[src/rtl/pipe_issue.sv]
// pipe_issue: in-order instruction issue stage in front of a 3-stage pipeline.
//
// Instructions are queued in a FIFO_DEPTH-entry FIFO and the head is issued at
// most once per clock. With PIPE_ISSUE_HAZARD_EN defined, the head is held
// while either source register matches the destination of a real instruction
// issued in the previous HAZ_DEPTH slots, and each such bubble is counted.
// Without the macro the head issues whenever the queue is non-empty.
//
// Ports:
//   clk1          clock, all state on rising edge
//   rst           synchronous active-high reset
//   in_valid      instruction offered on in_*
//   in_ready      queue can accept (low while rst is high)
//   in_rs1/rs2/rd source A, source B, destination register indices
//   in_func       ALU function code (opaque)
//   in_addr       result memory address (opaque)
//   rs1/rs2/rd    registered issued instruction fields (zero on a bubble)
//   func/addr     registered issued instruction fields (zero on a bubble)
//   issue_valid   outputs carry a real instruction this cycle
//   fifo_count    queue occupancy
//   stall_count   hazard bubble count, saturating at 16'hFFFF
//
// Optional feature macro: PIPE_ISSUE_HAZARD_EN (register hazard handling).
module pipe_issue #(
   parameter int unsigned FIFO_DEPTH = 4,
   parameter int unsigned HAZ_DEPTH  = 2
) (
   input  logic        clk1,
   input  logic        rst,
   input  logic        in_valid,
   output logic        in_ready,
   input  logic [3:0]  in_rs1,
   input  logic [3:0]  in_rs2,
   input  logic [3:0]  in_rd,
   input  logic [1:0]  in_func,
   input  logic [7:0]  in_addr,
   output logic [3:0]  rs1,
   output logic [3:0]  rs2,
   output logic [3:0]  rd,
   output logic [1:0]  func,
   output logic [7:0]  addr,
   output logic        issue_valid,
   output logic [4:0]  fifo_count,
   output logic [15:0] stall_count
);

   localparam int unsigned PtrW   = $clog2(FIFO_DEPTH);
   localparam int unsigned InstrW = 22;
   localparam logic [4:0]  DepthC = 5'(FIFO_DEPTH);

   // Entry layout: {rs1, rs2, rd, func, addr}
   logic [InstrW-1:0] mem_q [FIFO_DEPTH];
   logic [PtrW-1:0]   wr_ptr_q, wr_ptr_d;
   logic [PtrW-1:0]   rd_ptr_q, rd_ptr_d;
   logic [4:0]        count_q, count_d;
   logic [InstrW-1:0] out_q, out_d;
   logic              out_vld_q;
   logic [InstrW-1:0] head;
   logic              push, pop, not_empty, hazard;

   assign head      = mem_q[rd_ptr_q];
   assign not_empty = (count_q != 5'd0);

   // Occupancy is taken before any same-cycle pop, so a full queue never
   // accepts even while it is draining.
   assign in_ready  = !rst && (count_q < DepthC);
   assign push      = in_valid && in_ready;
   assign pop       = not_empty && !hazard;

   always_comb begin
      wr_ptr_d = push ? wr_ptr_q + 1'b1 : wr_ptr_q;
      rd_ptr_d = pop  ? rd_ptr_q + 1'b1 : rd_ptr_q;
      count_d  = count_q;
      case ({push, pop})
         2'b10:   count_d = count_q + 5'd1;
         2'b01:   count_d = count_q - 5'd1;
         default: count_d = count_q;
      endcase
      out_d = pop ? head : '0;
   end

   always_ff @(posedge clk1) begin
      if (rst) begin
         wr_ptr_q  <= '0;
         rd_ptr_q  <= '0;
         count_q   <= '0;
         out_q     <= '0;
         out_vld_q <= 1'b0;
      end else begin
         wr_ptr_q  <= wr_ptr_d;
         rd_ptr_q  <= rd_ptr_d;
         count_q   <= count_d;
         out_q     <= out_d;
         out_vld_q <= pop;
      end
   end

   // Queue storage needs no reset: only entries between the pointers are read.
   always_ff @(posedge clk1) begin
      if (push) begin
         mem_q[wr_ptr_q] <= {in_rs1, in_rs2, in_rd, in_func, in_addr};
      end
   end

`ifdef PIPE_ISSUE_HAZARD_EN
   // Slot 0 holds the most recent issue slot; bubbles enter as invalid.
   logic [HAZ_DEPTH-1:0] sb_vld_q;
   logic [3:0]           sb_rd_q [HAZ_DEPTH];
   logic [15:0]          stall_q, stall_d;
   logic [3:0]           head_rs1, head_rs2, head_rd;

   assign head_rs1 = head[21:18];
   assign head_rs2 = head[17:14];
   assign head_rd  = head[13:10];

   always_comb begin
      hazard = 1'b0;
      for (int unsigned i = 0; i < HAZ_DEPTH; i++) begin
         if (sb_vld_q[i] && ((sb_rd_q[i] == head_rs1) || (sb_rd_q[i] == head_rs2))) begin
            hazard = 1'b1;
         end
      end
   end

   // Only hazard bubbles count; an empty queue is not a stall.
   always_comb begin
      stall_d = stall_q;
      if (not_empty && hazard && (stall_q != 16'hFFFF)) begin
         stall_d = stall_q + 16'd1;
      end
   end

   always_ff @(posedge clk1) begin
      if (rst) begin
         sb_vld_q <= '0;
         stall_q  <= '0;
         for (int unsigned i = 0; i < HAZ_DEPTH; i++) begin
            sb_rd_q[i] <= '0;
         end
      end else begin
         sb_vld_q[0] <= pop;
         sb_rd_q[0]  <= head_rd;
         for (int unsigned i = 1; i < HAZ_DEPTH; i++) begin
            sb_vld_q[i] <= sb_vld_q[i-1];
            sb_rd_q[i]  <= sb_rd_q[i-1];
         end
         stall_q <= stall_d;
      end
   end

   assign stall_count = stall_q;
`else
   assign hazard      = 1'b0;
   assign stall_count = 16'h0000;
`endif

   assign {rs1, rs2, rd, func, addr} = out_q;
   assign issue_valid                = out_vld_q;
   assign fifo_count                 = count_q;

endmodule

[config.mk]
export PLATFORM = sky130hd
export DESIGN_NAME = pipe_issue
export DESIGN_NICKNAME = d
export VERILOG_FILES = /design/src/rtl/pipe_issue.sv
export SDC_FILE = /design/constraint.sdc
export NUM_CORES = 1
export LEC_CHECK = 0
export CORE_UTILIZATION = 49
export DETAILED_ROUTE_END_ITERATION = 12
export PLACE_DENSITY = 0.76
export SLEW_MARGIN = 20
export SYNTH_ARGS = -nofsm -noshare
export SYNTH_HDL_FRONTEND = slang
export SYNTH_SLANG_ARGS = --single-unit
[constraint.sdc]
create_clock -name clk1 -period 3.8 [get_ports clk1]
set_clock_uncertainty 0.05 [all_clocks]
set_input_delay 0.76 -clock clk1 [delete_from_list [all_inputs] [get_ports clk1]]
set_output_delay 0.76 -clock clk1 [all_outputs]
set_load 0.03 [all_outputs]
Yosys cells after proc, flatten, opt, wreduce, memory -nomap -nowiden
Memories as Yosys holds them, arrays and structs flattened. A register that Yosys moved wholly into a read port is not among the register bits.
Cells that the tools add are included.
{"block": "totals", "n_memories": 1, "ram_bits": 88, "reg_bits": 10}
{"block": "classes", "magnitude_cmp": 1, "n_mux": 3, "reduce_logical": 6, "n_addsub": 4, "n_bitwise": 1, "n_eq_ne": 2}
{"name": "mem_q", "words": 4, "word_bits": 22, "read_ports": 1, "rd_clocked_by_memory_dff": 1, "wr": 1, "line": "52", "source": "logic [InstrW-1:0] mem_q [FIFO_DEPTH];"}
{"operator": "$pmux W5 S2", "count": 1}
{"operator": "$add A5 B1 Y5 const B", "count": 1}
{"operator": "$lt A5 B3 Y1 const B", "count": 1}
{"operator": "$reduce_bool A5 Y1", "count": 1}
{"operator": "$sub A5 B1 Y5 const B", "count": 1}
{"operator": "$add A2 B1 Y2 const B", "count": 2}
{"operator": "$eq A2 B1 Y1 const B", "count": 1}
{"operator": "$eq A2 B2 Y1 const B", "count": 1}
{"operator": "$logic_and A1 B1 Y1", "count": 2}
{"operator": "$mux W1", "count": 2}
{"operator": "$reduce_bool A2 Y1", "count": 1}
{"operator": "$reduce_or A2 Y1", "count": 1}
{"operator": "$logic_not A1 Y1", "count": 1}
{"operator": "$not A1 Y1", "count": 1}

Depth between registers and ports, before layout
Gate-level depths: netlist of the first run.
{"block": "logic_depth", "depth_word": 5, "depth_mapped": 10, "ltp_nobuf": 10}

Least setup slack after synthesis of the first run
Ideal clock, no wire load.
{"block": "synth_timing", "path_type": "input -> register", "startpoint": "input port rst", "endpoint": "register count_q[4], in the netlist fifo_count[4]", "path_stages": 9, "slack_ns": 0.555, "setup_ns": 0.123, "arrival_time_ns": 3.072, "n_path_buf": 0, "cell_sequence": "nor4_2 > and2_1 > inv_1 > ha_1 > ha_1 > nand2b_1 > a21oi_1 > mux2i_1 > mux2_1"}
{"block": "synth_via", "elab_chain_len": 5}
{"element": "from (decl)", "line": "29", "source": "input logic rst,"}
{"element": "$logic_not A1 Y1", "line": "66", "source": "assign in_ready = !rst && (count_q < DepthC);"}
{"element": "$logic_and A1 B1 Y1", "line": "66"}
{"element": "$logic_and A1 B1 Y1", "line": "67", "source": "assign push = in_valid && in_ready;"}
{"element": "$eq A2 B1 Y1 / $eq A2 B2 Y1 (equally long branches)", "line": "74", "source": "case ({push, pop})"}
{"element": "$pmux W5 S2 / $reduce_bool A2 Y1 (equally long branches)"}
{"element": "to (signal assigned)", "line": "92", "source": "count_q <= count_d;"}
{"element": "to (decl)", "line": "55", "source": "logic [4:0] count_q, count_d;"}
Parallel ways exist; a longest one is shown, timed or not.
A chain may end at the register's enable or synchronous reset.

Worst setup path after layout of the first run
{"block": "layout_timing", "startpoint": "input port rst", "endpoint": "output port in_ready"}
{"block": "layout_via", "elab_chain_len": 2}
{"element": "$logic_not A1 Y1", "line": "66"}
{"element": "$logic_and A1 B1 Y1", "line": "66"}
{"element": "to (decl)", "line": "31", "source": "output logic in_ready,"}
No other way between the ends.

==> key figures, run 1 <==
Run status
  • Status: finished with violations
  • Failing checks: DRC

Yosys
  • Mapped Area: roughly 4500 um^2
  • Synth area leaders: edfxtp_1 (58%), dfxtp_1 (14%), mux4_2 (11%)
  • Post-Syn Instances: between 200 and 300
  • Yosys Warn Count: 0
  • Sequential share of the synthesized area: 0.723
  • Number of synthesized flops with an enable pin: between 80 and 90
  • Post-synthesis async set-or-reset flop share: 0
  • Yosys reg bits: 120
  • Synthesized area per cell: ~18 um^2
  • Area leader, netlist: edfxtp_1
  • Post-synthesis cell type count: 36
  • Post-synth top area share: 0.582
  • Synth Flop Type: edfxtp_1

Worst setup path
  • Worst r2r path cells: 9
  • CP arrival: around 2300 ps
  • Critical Path RT: ~3000 ps
  • Reg2reg end: fifo_count[4]
  • CP Class: in2out
  • Critical R2R Launch: fifo_count[3]
  • CP Max Fanout: 6
  • CP endpoint kind: output pin
  • R2r setup slk: 1070 ps
  • Worst Setup Start Kind: primary input

Floorplan
  • # IOs: 70
  • Area of the die: slightly below 10,000 um^2
  • Floorplan die width: approximately 98 um
  • Initial Util: 0.513
  • Area of the core: around 8800 um^2
  • FP Rows: 34
  • DIE HEIGHT: between 90 and 100 um

Drt
  • Detailed-route DRC error count: 1
  • Post-Route WL: about 7500 um
  • DR pass1 iterations: 10
  • Post-route antenna net violation count: 0
  • Via-to-Cell Ratio: just over 5
  • Routed length per placed instance: around 17 um
  • DR iter-0 viols: about 130
  • Vias post-DR: ~2,200

Timing
  • Final setup fails: 0
  • Max-slew headroom: 0.424
  • Final worst path period need: about 3100 ps
  • Final Hold Fails: 0
  • Hold WS: approximately 510 ps
  • Final period util: 0.822
  • Max Freq: around 0.32 GHz
  • Unrepaired setup endpoints after global routing: no
  • Slew Limit Fails: 0
  • Setup TNS: 0 ps
  • Worst-Margin Slew: about 860 ps

Clocking
  • Total CTS buffers: 17
  • TritonCTS clock tree: yes
  • CTS Sinks: 120
  • Post-CTS setup repair buffer count: 0
  • Reg clk slew, reported paths: 60 ps
  • Clk buf depth: 2
  • Cts repair resizes: 0
  • Htree depth: 4
  • Root Driver: clkbuf_8
  • Worst skew pair latency: 510 ps
  • Hold Buf Count CTS: 0

Layout
  • Area growth syn-to-layout: 27.2%
  • Multi-input gate area: around 1100 um^2
  • Register area: between 3000 and 4000 um^2
  • Fillcell total: ~590
  • Antenna diodes: 0
  • Layout cell share with drive strength beyond 1: 0.221
  • Final net count: approximately 350

Power and ir drop
  • Total power: 4670 uW
  • Peak supply drop: a little over 0.4 mV
  • Pleak: 0.00204 uW
  • PwrDens: 810 nW/um^2

Placed design
  • HPWL after DPL: 4260 um
  • PortBufs: 53
  • RePlAce Congestion: between 0.7 and 0.8

Min path
  • Hold path endpoint: fifo_count[3]
  • Hold path depth: 2
  • Min-delay src: fifo_count[3]
  • Hold crit path type: reg2reg

Global route
  • Via count of the first global-routing pass: about 2,400
  • Initial antenna violation count: 0
  • First-pass GRT wire length: 12,500 um
  • Gr usage total: 0.182
  • Total grt overflow: 0
  • Largest net degree at the start of global routing: 25

Job
  • Max_cap viols: 0
==> kinds of logic after synthesis <==
family,synth area share
buffers and inverters,0.0447
AND/OR/NAND/NOR,0.0717
XOR/XNOR,0.00772
flip-flops,0.723
AO/OA/AOI/OAI,0.0113
adder cells (fa/ha/maj),0.0265
other,0.000826
multiplexers,0.114
==> layout make-up <==
class / instances / area share
flip-flops and latches: 120 / 0.569
multi-input cells: 113 / 0.192
repair buffers: 59 / 0.0997
clock buffers: 18 / 0.0724
clock inverters: 14 / 0.0388
well taps: 108 / 0.0234
inverters: 7 / 0.00455
==> where the power goes <==
| part | leakage [uW] | switching [uW] | internal (uW) | total, uW |
|---|---|---|---|---|
| Sequential | 0.00106 | 149 | 1580 | 1730 |
| Clock | 0.000310 | 577 | 1140 | 1710 |
| Combinational | 0.000670 | 625 | 602 | 1230 |
| Total | 0.00204 | 1350 | 3320 | 4670 |
==> critical path, stage by stage <==
cell             delay [ps]
clkdlybuf4s50_1         440
nor4_2                  360
clkdlybuf4s50_1         760
==> per-layer routing <==
| metal | GRT usage | share of wire | vias up |
|---|---|---|---|
| met4 | 0.0850 | 0.015 | 0 |
| met5 | 0 | 0 | - |
| met1 | 0.220 | 0.42 | 1125 |
| met3 | 0.0680 | 0.034 | 12 |
| li1 | - | - | 1042 |
| met2 | 0.293 | 0.53 | 62 |
==> Yosys cell counts (all sizes together) (2+ instances only) <==
master  instances
or3             2
nand2b          2
mux4           22
dfxtp          32
inv             7
and3            4
xnor2           2
nor2b          23
edfxtp         88
nor2           14
a21oi           4
ha              8
nand2           2
buf            23
xor2            2
clkbuf          2
==> registers in the layout (all words and copies together) (netlist names) <==
name,cells
fifo_count,5
wr_ptr_q,2
out_q,22
rd_ptr_q,2
mem_q,88
issue_valid,1
==> layout by cell type, fill, tap and decap left out, types with 2 or more instances in the layout <==
cell | synthesis | layout
dfxtp_1 | 32 | 31
xnor2_1 | 2 | 2
conb_1 | 1 | 16
bufinv_16 | 0 | 5
and3_1 | 4 | 4
a21oi_1 | 4 | 4
clkinv_4 | 0 | 6
nor2_1 | 14 | 14
nor2b_2 | 9 | 9
mux4_2 | 22 | 22
edfxtp_1 | 88 | 88
clkdlybuf4s50_1 | 0 | 53
inv_1 | 6 | 6
buf_4 | 17 | 6
clkbuf_16 | 0 | 16
nand2_1 | 2 | 2
xor2_1 | 2 | 2
nor2b_1 | 14 | 14
ha_1 | 8 | 8
==> through the flow <==
stage	std cells	setup WS [ps]	cell area (um^2)	util
after floorplan	265	555	4590	-
after global placement	407	445	5130	0.580
after detailed placement	407	357	5130	0.580
after CTS	439	655	5770	0.652
after global routing	439	595	5770	0.652
final	439	676	5770	0.652
==> worst max-delay path by stage <==
stage                    endpoint  slack [ps]  from
global placement    fifo_count[4]         440   rst
global route             in_ready         600   rst
finish                   in_ready         680   rst
floorplan           fifo_count[4]         550   rst
detailed placement  fifo_count[4]         360   rst
CTS                      in_ready         660   rst
Power figures use the tool's default switching activity.
==> run 2, diff against run 1 <==
==> constraint.sdc (replaced) <==
create_clock -name clk1 -period 3.2 [get_ports clk1]
set_clock_uncertainty 0.05 [all_clocks]
set_input_delay 0.64 -clock clk1 [delete_from_list [all_inputs] [get_ports clk1]]
set_output_delay 0.64 -clock clk1 [all_outputs]
set_load 0.03 [all_outputs]
==> key figures, run 2 (same netlist as run 1, synthesis figures left out) <==
Floorplan
  • Floorplan die width: between 90 and 100 um
  • Area of the die: between 9000 and 10,000 um^2
  • Initial Util: 0.513
  • DIE HEIGHT: 98.2 um
  • FP Rows: 34
  • Area of the core: roughly 9000 um^2
  • # IOs: 70

Clocking
  • Hold Buf Count CTS: 0
  • Total CTS buffers: 17
  • Cts repair resizes: 0
  • Reg clk slew, reported paths: 60 ps
  • Clk buf depth: 2
  • CTS Sinks: 120
  • Root Driver: clkbuf_8
  • Htree depth: 4
  • TritonCTS clock tree: yes
  • Worst skew pair latency: between 500 and 600 ps
  • Post-CTS setup repair buffer count: 0

Worst setup path
  • Reg2reg end: fifo_count[4]
  • Crit path buffers/inverters: 3
  • CP Class: in2out
  • CP endpoint kind: output pin
  • Cells along the critical path: clkdlybuf4s50_1 > nor4_2 > buf_4 > clkdlybuf4s50_1
  • Worst Setup Start Kind: primary input
  • R2r setup slk: 480 ps
  • CP arrival: ~2100 ps
  • Critical Path Slowest Stage Cell: clkdlybuf4s50_1
  • Cell family with most CP delay: buffers and inverters
  • Critical Path RT: about 2500 ps
  • Critical R2R Launch: fifo_count[3]
  • Worst path most repeated cell: clkdlybuf4s50_1
  • CP Max Fanout: 5
  • Worst r2r path cells: 8
  • Slowest Stage Delay on Critical Path: between 600 and 700 ps

Job
  • Max_cap viols: 0

Global route
  • Initial antenna violation count: 0
  • Via count of the first global-routing pass: roughly 2,300
  • Gr usage total: 0.172
  • Total grt overflow: 0
  • First-pass GRT wire length: between 10,000 and 15,000 um
  • Largest net degree at the start of global routing: 25

Power and ir drop
  • PwrDens: 933 nW/um^2
  • Pleak: between 0.002 and 0.0025 uW
  • Total power: between 5000 and 6000 uW
  • Peak supply drop: 0.426 mV

Drt
  • Via-to-Cell Ratio: between 5 and 6
  • DR iter-0 viols: 124
  • Post-Route WL: around 7400 um
  • Routed length per placed instance: between 15 and 20 um
  • DR pass1 iterations: 6
  • Post-route antenna net violation count: 0
  • Detailed-route DRC error count: 0
  • Vias post-DR: about 2,300

Placed design
  • Cells after DPL: around 410
  • PortBufs: 53
  • Setup WS pre-CTS: 14.2 ps
  • RePlAce Congestion: 0.770
  • HPWL after DPL: between 4000 and 5000 um

Layout
  • Final net count: ~350
  • Most flop-heavy register: mem_q
  • Layout cell share with drive strength beyond 1: 0.228
  • Most frequent cells in the layout: edfxtp_1 (88), clkdlybuf4s50_1 (53), dfxtp_1 (31)
  • Non-Filler Instances: about 440
  • Max FFs per register: roughly 90
  • Core utilization of the finished layout: 0.648
  • Antenna diodes: 0
  • Area growth syn-to-layout: 26.3%
  • Most common cell after layout, fill and taps aside: edfxtp_1

Timing
  • Worst-Margin Slew: between 800 and 900 ps
  • Max Freq: 0.360 GHz
  • Final setup fails: 0
  • Final worst path period need: between 2000 and 3000 ps
  • Final period util: 0.868
  • Final Hold Fails: 0
  • Setup ws final: ~420 ps
  • Slew Limit Fails: 0
  • Max-slew headroom: 0.451
  • Setup TNS: 0 ps
  • Unrepaired setup endpoints after global routing: no

Min path
  • Min-delay src: wr_ptr_q[1]
  • Hold path endpoint: wr_ptr_q[1]
  • Hold path depth: 2
  • Hold crit path type: reg2reg

Run status
  • Status: finished clean
[run 2: cell count changes in the layout (fill, tap and decap cells not counted), sizes merged]
cell      before  now
buf            6    8
bufinv         5    2
clkbuf        18   19
clkinv         7    5
clkinvlp       1    3
inv            8   10
[run 2: metrics by stage]
step	instance area (um^2)	hold slack [ps]
final	5730	506
after global routing	5730	545
after CTS	5730	507
after detailed placement	5140	500
after global placement	5140	485
after floorplan	4590	456
[run 2: routing by layer]
metal / up-vias / track usage / wire (um)
li1: 1045 / - / -
met1: 1132 / 0.203 / 2940
met2: 74 / 0.287 / 3980
met3: 11 / 0.0551 / 362
met4: 0 / 0.0861 / 105
met5: - / 0 / 0
[run 2: worst max-delay path by stage]
| stage | startpoint | end | slack (ps) | cells past startpoint |
|---|---|---|---|---|
| after CTS | rst | in_ready | 410 | 4 |
| final | rst | in_ready | 420 | 4 |
| after detailed placement | rst | fifo_count[4] | 10 | 11 |
| after global routing | fifo_count[3] | fifo_count[4] | 330 | 8 |
| after floorplan | rst | fifo_count[4] | 70 | 9 |
| after global placement | rst | fifo_count[4] | 60 | 11 |
[run 2: area by class of cell]
type                       count  area, um^2
clock buffer                  19         442
clock inverter                13         145
fill                         604        3120
inverter                       7        26.3
multi-input combinational    113        1110
sequential                   120        3280
tap                          108         135
timing repair buffer          61         591
[run 2: worst min-delay path, delay by kind of cell, from the launching register on]
kind | cells | cell delay (ps)
flops | 1 | 330
buf+inv | 1 | 100
compound gates | 1 | 80
[run 2: power breakdown]
part	internal, uW	leakage, uW	switching, uW
combinational	724	0.000680	748
sequential	1880	0.00106	168
clock	1150	0.000281	675
total	3760	0.00202	1590
==> run 3, diff against run 2 <==
--- a/config.mk
+++ b/config.mk
@@ -5,6 +5,7 @@
 export SDC_FILE = /design/constraint.sdc
 export NUM_CORES = 1
 export LEC_CHECK = 0
+export CORE_MARGIN = 2
 export CORE_UTILIZATION = 49
 export DETAILED_ROUTE_END_ITERATION = 12
 export PLACE_DENSITY = 0.76
==> constraint.sdc (replaced) <==
create_clock -name clk1 -period 3 [get_ports clk1]
set_clock_uncertainty 0.05 [all_clocks]
set_input_delay 0.6 -clock clk1 [delete_from_list [all_inputs] [get_ports clk1]]
set_output_delay 0.6 -clock clk1 [all_outputs]
set_load 0.03 [all_outputs]
==> key figures, run 3 (same netlist as run 1, synthesis figures left out) <==
Layout
  • Antenna diodes: 0
  • Design area: between 5000 and 6000 um^2
  • Final net count: about 360
  • Max FFs per register: 88
  • Layout cell share with drive strength beyond 1: 0.222
  • Most common cell after layout, fill and taps aside: edfxtp_1
  • Core utilization of the finished layout: 0.637
  • Area growth syn-to-layout: 27.9%
  • Most frequent cells in the layout: edfxtp_1 (88), clkdlybuf4s50_1 (53), dfxtp_1 (31)
  • Most flop-heavy register: mem_q

Power and ir drop
  • Peak supply drop: slightly below 0.6 mV
  • Clk pwr share: 0.352
  • Internal power: 4250 uW
  • PwrDens: 1020 nW/um^2
  • Sequential cell fraction of total power: 0.364
  • Switch share: 0.281
  • Pleak: about 0.0021 uW
  • Comb pwr share: 0.284
  • Psw: ~1700 uW

Timing
  • Slew Limit Fails: 0
  • Setup ws final: approximately 270 ps
  • Hold WS: around 520 ps
  • Final Hold Fails: 0
  • Final setup fails: 0
  • Final period util: 0.911
  • Max-slew headroom: 0.653
  • Unrepaired setup endpoints after global routing: no
  • Final worst path period need: between 2000 and 3000 ps
  • Max Freq: approximately 0.37 GHz
  • Worst-Margin Slew: 519 ps

Floorplan
  • Floorplan die width: approximately 100 um
  • Area of the die: ~10,000 um^2
  • Area of the core: ~9100 um^2
  • FP Rows: 35
  • # IOs: 70
  • DIE HEIGHT: ~100 um
  • Initial Util: 0.498

Global route
  • First-pass GRT wire length: roughly 12,000 um
  • Gr usage total: 0.169
  • Via count of the first global-routing pass: 2,381
  • Largest net degree at the start of global routing: 24
  • Total grt overflow: 0
  • Initial antenna violation count: 0

Clocking
  • Post-CTS setup repair buffer count: 0
  • Total CTS buffers: 17
  • CTS Sinks: 120
  • Clk buf depth: 2
  • TritonCTS clock tree: yes
  • Root Driver: clkbuf_8
  • Cts repair resizes: 0
  • Hold Buf Count CTS: 0
  • Htree depth: 4
  • Worst skew pair latency: about 500 ps
  • Reg clk slew, reported paths: about 50 ps

Run status
  • Status: finished clean

Worst setup path
  • Worst path most repeated cell: ha_1
  • Critical Path RT: between 3000 and 4000 ps
  • CP arrival: just over 3000 ps
  • Cell family with most CP delay: simple AND/OR/NAND/NOR gates
  • Slowest Stage Delay on Critical Path: between 300 and 400 ps
  • CP endpoint kind: flip-flop
  • Reg2reg end: fifo_count[4]
  • Cells along the critical path: or3_1 > or3_4 > ha_1 > buf_4 > ha_1 > nand2b_1 > a21oi_1 > mux2i_1 > mux2_1
  • Worst r2r path cells: 9
  • Critical R2R Launch: fifo_count[4]
  • Critical Path Slowest Stage Cell: or3_1
  • Crit path buffers/inverters: 1
  • CP Class: reg2reg
  • Worst Setup Start Kind: flip-flop
  • R2r setup slk: about 270 ps
  • CP Max Fanout: 5

Min path
  • Min-delay src: wr_ptr_q[1]
  • Hold crit path type: reg2reg
  • Hold path depth: 2
  • Hold path endpoint: wr_ptr_q[1]

Drt
  • Detailed-route DRC error count: 0
  • Routed length per placed instance: about 18 um
  • DR pass1 iterations: 6
  • Post-Route WL: approximately 7900 um
  • DR iter-0 viols: slightly below 100
  • Post-route antenna net violation count: 0
  • Via-to-Cell Ratio: ~5.1
  • Vias post-DR: 2,304

Placed design
  • Area of placed instances: between 5000 and 6000 um^2
  • HPWL after DPL: around 4600 um
  • Setup WS pre-CTS: -58.4 ps
  • PortBufs: 53
  • RePlAce Congestion: 0.731

Job
  • Max_cap viols: 0
-- run 3: per-layer routing --
metal / up-vias / global-route usage / part of all wire
li1: 1055 / - / -
met1: 1166 / 0.189 / 0.40
met2: 70 / 0.297 / 0.54
met3: 13 / 0.0439 / 0.035
met4: 0 / 0.0906 / 0.023
met5: - / 0 / 0
-- run 3: layout make-up --
type | count | area [um^2]
flip-flops and latches | 120 | 3280
inverters | 7 | 26.3
multi-input cells | 113 | 1120
fillers | 626 | 3300
repair buffers | 66 | 628
clock buffers | 21 | 429
well taps | 111 | 139
clock inverters | 11 | 180
-- run 3: metrics by stage --
stage	total power, uW	setup TNS, ps	std cells
2_1_floorplan	3330	0	265
6_report	5910	0	449
4_1_cts	5970	0	449
3_3_place_gp	3820	-6.81	417
5_1_grt	6160	0	449
3_5_place_dp	3860	-58.4	417
-- run 3: worst max-delay path by stage --
stage,cells after the start,slack (ps),from,endpoint
global route,9,140,fifo_count[4],fifo_count[4]
floorplan,9,160,fifo_count[3],fifo_count[4]
detailed placement,11,-60,rst,fifo_count[4]
global placement,11,-7,rst,fifo_count[4]
CTS,9,250,fifo_count[4],fifo_count[4]
finish,9,270,fifo_count[4],fifo_count[4]
-- run 3: power groups by stage --
stage          combinational, uW  sequential [uW]  clock, uW
6_report                    1680             2150       2080
4_1_cts                     1690             2160       2120
5_1_grt                     1800             2180       2180
3_5_place_dp                1670             2190          0
3_3_place_gp                1640             2180          0
2_1_floorplan                918             2410          0
-- run 3: worst reg2reg max path, cell delays in order (launching register included) --
cell	delay, ps
dfxtp_1	360
or3_1	390
or3_4	380
ha_1	210
buf_4	150
ha_1	320
nand2b_1	70
a21oi_1	150
mux2i_1	210
mux2_1	330
